## config.mk

```make
export PLATFORM = sky130hd
export DESIGN_NAME = envelope_adsr
export DESIGN_NICKNAME = d
export VERILOG_FILES = /design/src/rtl/envelope_adsr.sv
export SDC_FILE = /design/constraint.sdc
export NUM_CORES = 1
export LEC_CHECK = 0
export BUFFER_PORTS_ARGS = -buffer_cell sky130_fd_sc_hd__clkbuf_2
export CELL_PAD_IN_SITES_DETAIL_PLACEMENT = 1
export CELL_PAD_IN_SITES_GLOBAL_PLACEMENT = 1
export CORE_UTILIZATION = 41
export CTS_CLUSTER_DIAMETER = 150
export DETAILED_ROUTE_END_ITERATION = 6
export PLACE_DENSITY = 0.87
export REMOVE_ABC_BUFFERS = 1
export SLEW_MARGIN = 5
export SYNTH_ARGS = -nofsm -noshare
export SYNTH_HDL_FRONTEND = slang
export SYNTH_SLANG_ARGS = --single-unit
```

## constraint.sdc

```tcl
create_clock -name clk -period 4.8 [get_ports clk]
set_input_delay 0.48 -clock clk [delete_from_list [all_inputs] [get_ports clk]]
set_output_delay 0.48 -clock clk [all_outputs]
set_load 0.01 [all_outputs]
```

## src/rtl/envelope_adsr.sv

```systemverilog
// ADSR envelope generator stepped by an external tick enable.
// Optional ENVELOPE_EXP_RELEASE_EN selects an exponential release curve.
module envelope_adsr #(
  parameter int LEVEL_W = 8
) (
  input  logic               clk,
  input  logic               rst,
  input  logic               tick,
  input  logic               gate,
  input  logic [LEVEL_W-1:0] attack_rate,
  input  logic [LEVEL_W-1:0] decay_rate,
  input  logic [LEVEL_W-1:0] sustain_level,
  input  logic [LEVEL_W-1:0] release_rate,
  output logic [LEVEL_W-1:0] level,
  output logic [2:0]         state,
  output logic               busy
);

  typedef enum logic [2:0] {
    S_IDLE    = 3'd0,
    S_ATTACK  = 3'd1,
    S_DECAY   = 3'd2,
    S_SUSTAIN = 3'd3,
    S_RELEASE = 3'd4
  } state_t;

  localparam logic [LEVEL_W-1:0] MAX = '1;

  state_t             cur;
  state_t             nxt;
  logic [LEVEL_W-1:0] lvl_nxt;
  logic               gate_q;
  logic               rise;
  logic               fall;
  logic [LEVEL_W:0]   sum;
  logic [LEVEL_W-1:0] rel_step;

  assign rise  = gate & ~gate_q;
  assign fall  = ~gate & gate_q;
  assign sum   = {1'b0, level} + {1'b0, attack_rate};
  assign state = cur;

`ifdef ENVELOPE_EXP_RELEASE_EN
  logic [LEVEL_W-1:0] shifted;
  assign shifted  = level >> release_rate[2:0];
  assign rel_step = (shifted == '0) ? LEVEL_W'(1) : shifted;
`else
  assign rel_step = release_rate;
`endif

  // Next state and level: gate edges win over tick steps
  always_comb begin
    nxt     = cur;
    lvl_nxt = level;
    if (rise) begin
      nxt = S_ATTACK;
    end else if (fall) begin
      if (cur == S_ATTACK || cur == S_DECAY || cur == S_SUSTAIN)
        nxt = S_RELEASE;
    end else if (tick) begin
      unique case (cur)
        S_IDLE: begin
          lvl_nxt = '0;
        end
        S_ATTACK: begin
          if (sum >= {1'b0, MAX}) begin
            lvl_nxt = MAX;
            nxt     = S_DECAY;
          end else begin
            lvl_nxt = sum[LEVEL_W-1:0];
          end
        end
        S_DECAY: begin
          if (level <= sustain_level ||
              level - sustain_level <= decay_rate) begin
            lvl_nxt = sustain_level;
            nxt     = S_SUSTAIN;
          end else begin
            lvl_nxt = level - decay_rate;
          end
        end
        S_SUSTAIN: begin
          lvl_nxt = sustain_level;
        end
        S_RELEASE: begin
          if (level <= rel_step) begin
            lvl_nxt = '0;
            nxt     = S_IDLE;
          end else begin
            lvl_nxt = level - rel_step;
          end
        end
        default: begin
          lvl_nxt = '0;
          nxt     = S_IDLE;
        end
      endcase
    end
  end

  // State, level, busy and gate history registers
  always_ff @(posedge clk) begin
    if (rst) begin
      cur    <= S_IDLE;
      level  <= '0;
      busy   <= 1'b0;
      gate_q <= 1'b0;
    end else begin
      cur    <= nxt;
      level  <= lvl_nxt;
      busy   <= (nxt != S_IDLE);
      gate_q <= gate;
    end
  end

endmodule

```

==> out/qor.json <==
{
  "worst_r2r_endpoint": {"value": "level[4]"},
  "power.share.clock": {"value": 0.266},
  "yosys.cell_types.count": {"value": 53},
  "stdcell_area": {"value": 0.00270, "unit": "mm^2"},
  "critPathMaxFanout": {"value": 10},
  "timing.hold.worst_path_depth": {"value": 2},
  "crit_path_start_kind": {"value": "register"},
  "dieArea": {"value": 0.00603, "unit": "mm^2"},
  "synth.ff_latch_count": {"value": 13},
  "insertion_delay": {"value": 0.25, "unit": "ns"},
  "switching_power": {"value": 0.000148, "unit": "W"},
  "vias": {"value": 2542},
  "route.detailed.vias_per_inst": {"value": 6.01},
  "die_h": {"value": 77.6, "unit": "um"},
  "grt.total_usage": {"value": 0.254},
  "cts.hold.buffers_added": {"value": 0},
  "clock_tree.htree_level_count": {"value": 1},
  "irDropWorstVdd": {"value": 0.0734, "unit": "mV"},
  "synth_edf_count": {"value": 0},
  "number_of_global_route_vias_before_repair": {"value": 2630},
  "worst-endpoint-arrival": {"value": 4.13, "unit": "ns"},
  "min_delay_path_class": {"value": "in2reg"},
  "area.growth.synth_to_final": {"value": 15.3, "unit": "%"},
  "layout_commonest_cell": {"value": "sky130_fd_sc_hd__clkbuf_2"},
  "worst-r2r-cell-count": {"value": 14},
  "detailedRoute.firstIterationViolations": {"value": 106},
  "final_cell_mix": {"value": "47 x sky130_fd_sc_hd__clkbuf_2, 41 x sky130_fd_sc_hd__ha_1, 37 x sky130_fd_sc_hd__inv_1, 26 x sky130_fd_sc_hd__a21oi_1, 20 x sky130_fd_sc_hd__o21ai_0"},
  "timing.critical_path.required": {"value": 4.94, "unit": "ns"},
  "drc": {"value": 0},
  "routabilityCongestion": {"value": 0.940},
  "slew-limit-headroom": {"value": 0.178},
  "cts_made_buffers": {"value": 3},
  "main_combinational_cell_family_by_area_after_synthesis": {"value": "compound AO/OA/AOI/OAI gates"},
  "reg2reg_slack": {"value": 0.81, "unit": "ns"},
  "post-route-worst-setup-slack": {"value": 0.810, "unit": "ns"},
  "cts-root-to-sink-buffers": {"value": 2},
  "result_of_the_run": {"value": "finished, final reports clean"},
  "yosys_warnings": {"value": 0},
  "synth_seq_area_share": {"value": 0.111},
  "synth_top_flop_cell": {"value": "sky130_fd_sc_hd__dfxtp_1"},
  "gr-total-overflow": {"value": 0},
  "combPwrFrac": {"value": 0.430},
  "synth_top_cell_area_share": {"value": 0.219},
  "cts_resized": {"value": 0},
  "powerDensity": {"value": 145, "unit": "mW/mm^2"},
  "crit-reg2reg-launch": {"value": "level[1]"},
  "report.final.slew_viol_count": {"value": 0},
  "post_synth_main_area_contributors": {"value": "sky130_fd_sc_hd__ha_1 22%, sky130_fd_sc_hd__dfxtp_1 11%, sky130_fd_sc_hd__inv_1 5.9%"},
  "fraction_of_final_layout_cells_sized_beyond_drive_strength_1": {"value": 0.165},
  "clock_slew_at_the_register_clock_pins_of_the_worst_setup_and_hold_paths": {"value": 0.06, "unit": "ns"},
  "min_period_over_period": {"value": 0.831},
  "post_synthesis_share_of_cell_area_spent_on_xor_and_xnor_gates": {"value": 0.0784},
  "cts_root_buf": {"value": "sky130_fd_sc_hd__clkbuf_8"},
  "critPathLaunch": {"value": "level[1]"},
  "antenna_violations_before_repair": {"value": 0},
  "drt-pass1-iter-count": {"value": 4},
  "period_needed": {"value": 3.99, "unit": "ns"},
  "synth_compound_area_frac": {"value": 0.322},
  "post_synth_inst_count": {"value": 303},
  "die-width": {"value": 77.6, "unit": "um"},
  "number_of_buffers_inserted_to_repair_setup_after_cts": {"value": 0},
  "synth.avg_cell_area": {"value": 7.74, "unit": "um^2"},
  "timing.critical_path.to": {"value": "level[4]"},
  "clock_sinks": {"value": 13},
  "switching_share": {"value": 0.376},
  "intPower": {"value": 0.000245, "unit": "W"},
  "critPathCaptureType": {"value": "register"},
  "post_drt_wl_per_cell": {"value": 17.2, "unit": "um"},
  "placement.setup.worst_slack": {"value": 0.745, "unit": "ns"},
  "max_slew.worst_pin.slew": {"value": 1.22, "unit": "ns"},
  "setup_violations": {"value": 0},
  "finalClockSkew": {"value": 0.00197, "unit": "ns"},
  "nNetsFinal": {"value": 433},
  "rsz0062_at_grt": {"value": "false"},
  "power": {"value": 0.000393, "unit": "W"},
  "global_route_wire_length_before_repair": {"value": 12200, "unit": "um"},
  "dpl.hpwl": {"value": 6180, "unit": "um"},
  "worst-setup-path-type": {"value": "reg2reg"},
  "max_cap_violations": {"value": 0},
  "grt_max_degree": {"value": 16},
  "setup_total_negative_slack": {"value": 0, "unit": "ns"},
  "route.antenna.remaining_nets": {"value": 0},
  "antenna_cells": {"value": 0},
  "final_hold_viol_count": {"value": 0},
  "placement.cell_area": {"value": 0.00266, "unit": "mm^2"},
  "area_share_of_and_or_nand_nor_cells_after_synthesis": {"value": 0.163},
  "port-buffer-count": {"value": 47},
  "floorplan.initialDensity": {"value": 0.426},
  "cts_tree": {"value": "built"},
  "wirelength": {"value": 7280, "unit": "um"},
  "placement_rows": {"value": 27},
  "max_freq": {"value": 0.251, "unit": "GHz"},
  "fp.coreArea": {"value": 0.00551, "unit": "mm^2"},
  "multiplexer_share_of_the_synthesized_area": {"value": 0.00907},
  "biggest_area_consumer_among_synthesized_cells": {"value": "sky130_fd_sc_hd__ha_1"},
  "synth_async_sr_flop_share": {"value": 0},
  "hold_ws": {"value": 0.458, "unit": "ns"},
  "syn-cell-area": {"value": 0.00234, "unit": "mm^2"},
  "num_io_pins": {"value": 48},
  "seq_power_share": {"value": 0.305},
  "synthAdderAreaFrac": {"value": 0.253},
  "cellLeakagePower": {"value": 1.35, "unit": "nW"}
}
[registers in the layout (all words and copies together), names as in the netlist]
name and flops:
level 8, state 3, busy 1, gate_q 1
[how the worst min path moves through the flow]
stage,from,endpoint
final,rst,gate_q
after global routing,rst,gate_q
after CTS,rst,gate_q
after detailed placement,level[0],level[0]
after global placement,level[0],level[0]
after floorplan,level[0],level[0]
[cell type report]
type / count / area (um^2)
Fill cell: 740 / 2800
Sequential cell: 13 / 260
Multi-Input combinational cell: 250 / 1930
Clock buffer: 4 / 45.0
Tap cell: 72 / 90.1
Inverter: 37 / 139
Timing Repair Buffer: 47 / 235
[per-layer routing]
layer | share of wire | up-vias | wire length [um] | global-route usage
met1 | 0.44 | 1206 | 3200 | 0.301
met2 | 0.50 | 85 | 3610 | 0.473
met4 | 0.027 | 0 | 197 | 0.0981
met3 | 0.038 | 20 | 273 | 0.0118
li1 | - | 1231 | - | -
met5 | 0 | - | 0 | 0
[Yosys cell counts, types with 2 or more instances]
master	instances
sky130_fd_sc_hd__xnor2_1	12
sky130_fd_sc_hd__o22ai_1	3
sky130_fd_sc_hd__nand3_1	3
sky130_fd_sc_hd__nor2b_1	6
sky130_fd_sc_hd__a21oi_1	26
sky130_fd_sc_hd__nand2b_1	5
sky130_fd_sc_hd__or3_1	2
sky130_fd_sc_hd__nor2_1	18
sky130_fd_sc_hd__o2111ai_1	5
sky130_fd_sc_hd__a311oi_1	2
sky130_fd_sc_hd__xor2_1	9
sky130_fd_sc_hd__a21o_1	6
sky130_fd_sc_hd__a211oi_1	2
sky130_fd_sc_hd__nand2_1	16
sky130_fd_sc_hd__ha_1	41
sky130_fd_sc_hd__a2bb2oi_1	3
sky130_fd_sc_hd__a221o_1	3
sky130_fd_sc_hd__o31ai_1	5
sky130_fd_sc_hd__o21bai_1	3
sky130_fd_sc_hd__dfxtp_1	13
sky130_fd_sc_hd__o21a_1	6
sky130_fd_sc_hd__inv_1	37
sky130_fd_sc_hd__o211ai_1	4
sky130_fd_sc_hd__a31oi_1	3
sky130_fd_sc_hd__nor3_1	8
sky130_fd_sc_hd__clkbuf_1	3
sky130_fd_sc_hd__o221ai_1	4
sky130_fd_sc_hd__nand4_1	7
sky130_fd_sc_hd__o21ai_0	20
sky130_fd_sc_hd__or2_2	2
sky130_fd_sc_hd__fa_1	4
[through the flow]
step / std cells / utilization
after floorplan: 300 / -
after global placement: 419 / 0.483
after detailed placement: 419 / 0.483
after CTS: 423 / 0.491
after global routing: 423 / 0.491
final: 423 / 0.491
[critical path: stages (launching register included)]
cell and delay (ns):
sky130_fd_sc_hd__dfxtp_1 0.62, sky130_fd_sc_hd__ha_1 0.35, sky130_fd_sc_hd__a21o_1 0.16, sky130_fd_sc_hd__a21o_1 0.19, sky130_fd_sc_hd__a21o_1 0.19, sky130_fd_sc_hd__a21oi_1 0.23, sky130_fd_sc_hd__o21ai_0 0.16, sky130_fd_sc_hd__xor2_1 0.16
sky130_fd_sc_hd__ha_1 0.31, sky130_fd_sc_hd__nand4_1 0.11, sky130_fd_sc_hd__a21oi_1 0.07, sky130_fd_sc_hd__o221ai_2 0.45, sky130_fd_sc_hd__nand2b_1 0.31, sky130_fd_sc_hd__o221ai_1 0.19, sky130_fd_sc_hd__a221o_1 0.36
[power groups by stage]
| stage | Clock (W) | Sequential [W] | Combinational, W |
|---|---|---|---|
| floorplan | 0 | 0.000121 | 0.000113 |
| global placement | 0 | 0.000121 | 0.000160 |
| detailed placement | 0 | 0.000122 | 0.000167 |
| CTS | 0.000104 | 0.000119 | 0.000169 |
| global route | 0.000107 | 0.000120 | 0.000189 |
| finish | 0.000104 | 0.000120 | 0.000169 |
[kinds of logic after synthesis]
group                      Yosys count
AOI/OAI and AO/OA                  108
and+or+nand+nor                     74
adders and majority gates           45
buffers and inverters               40
xor gates and xnor gates            21
DFF                                 13
muxes                                2
Power figures use the tool's default switching activity.
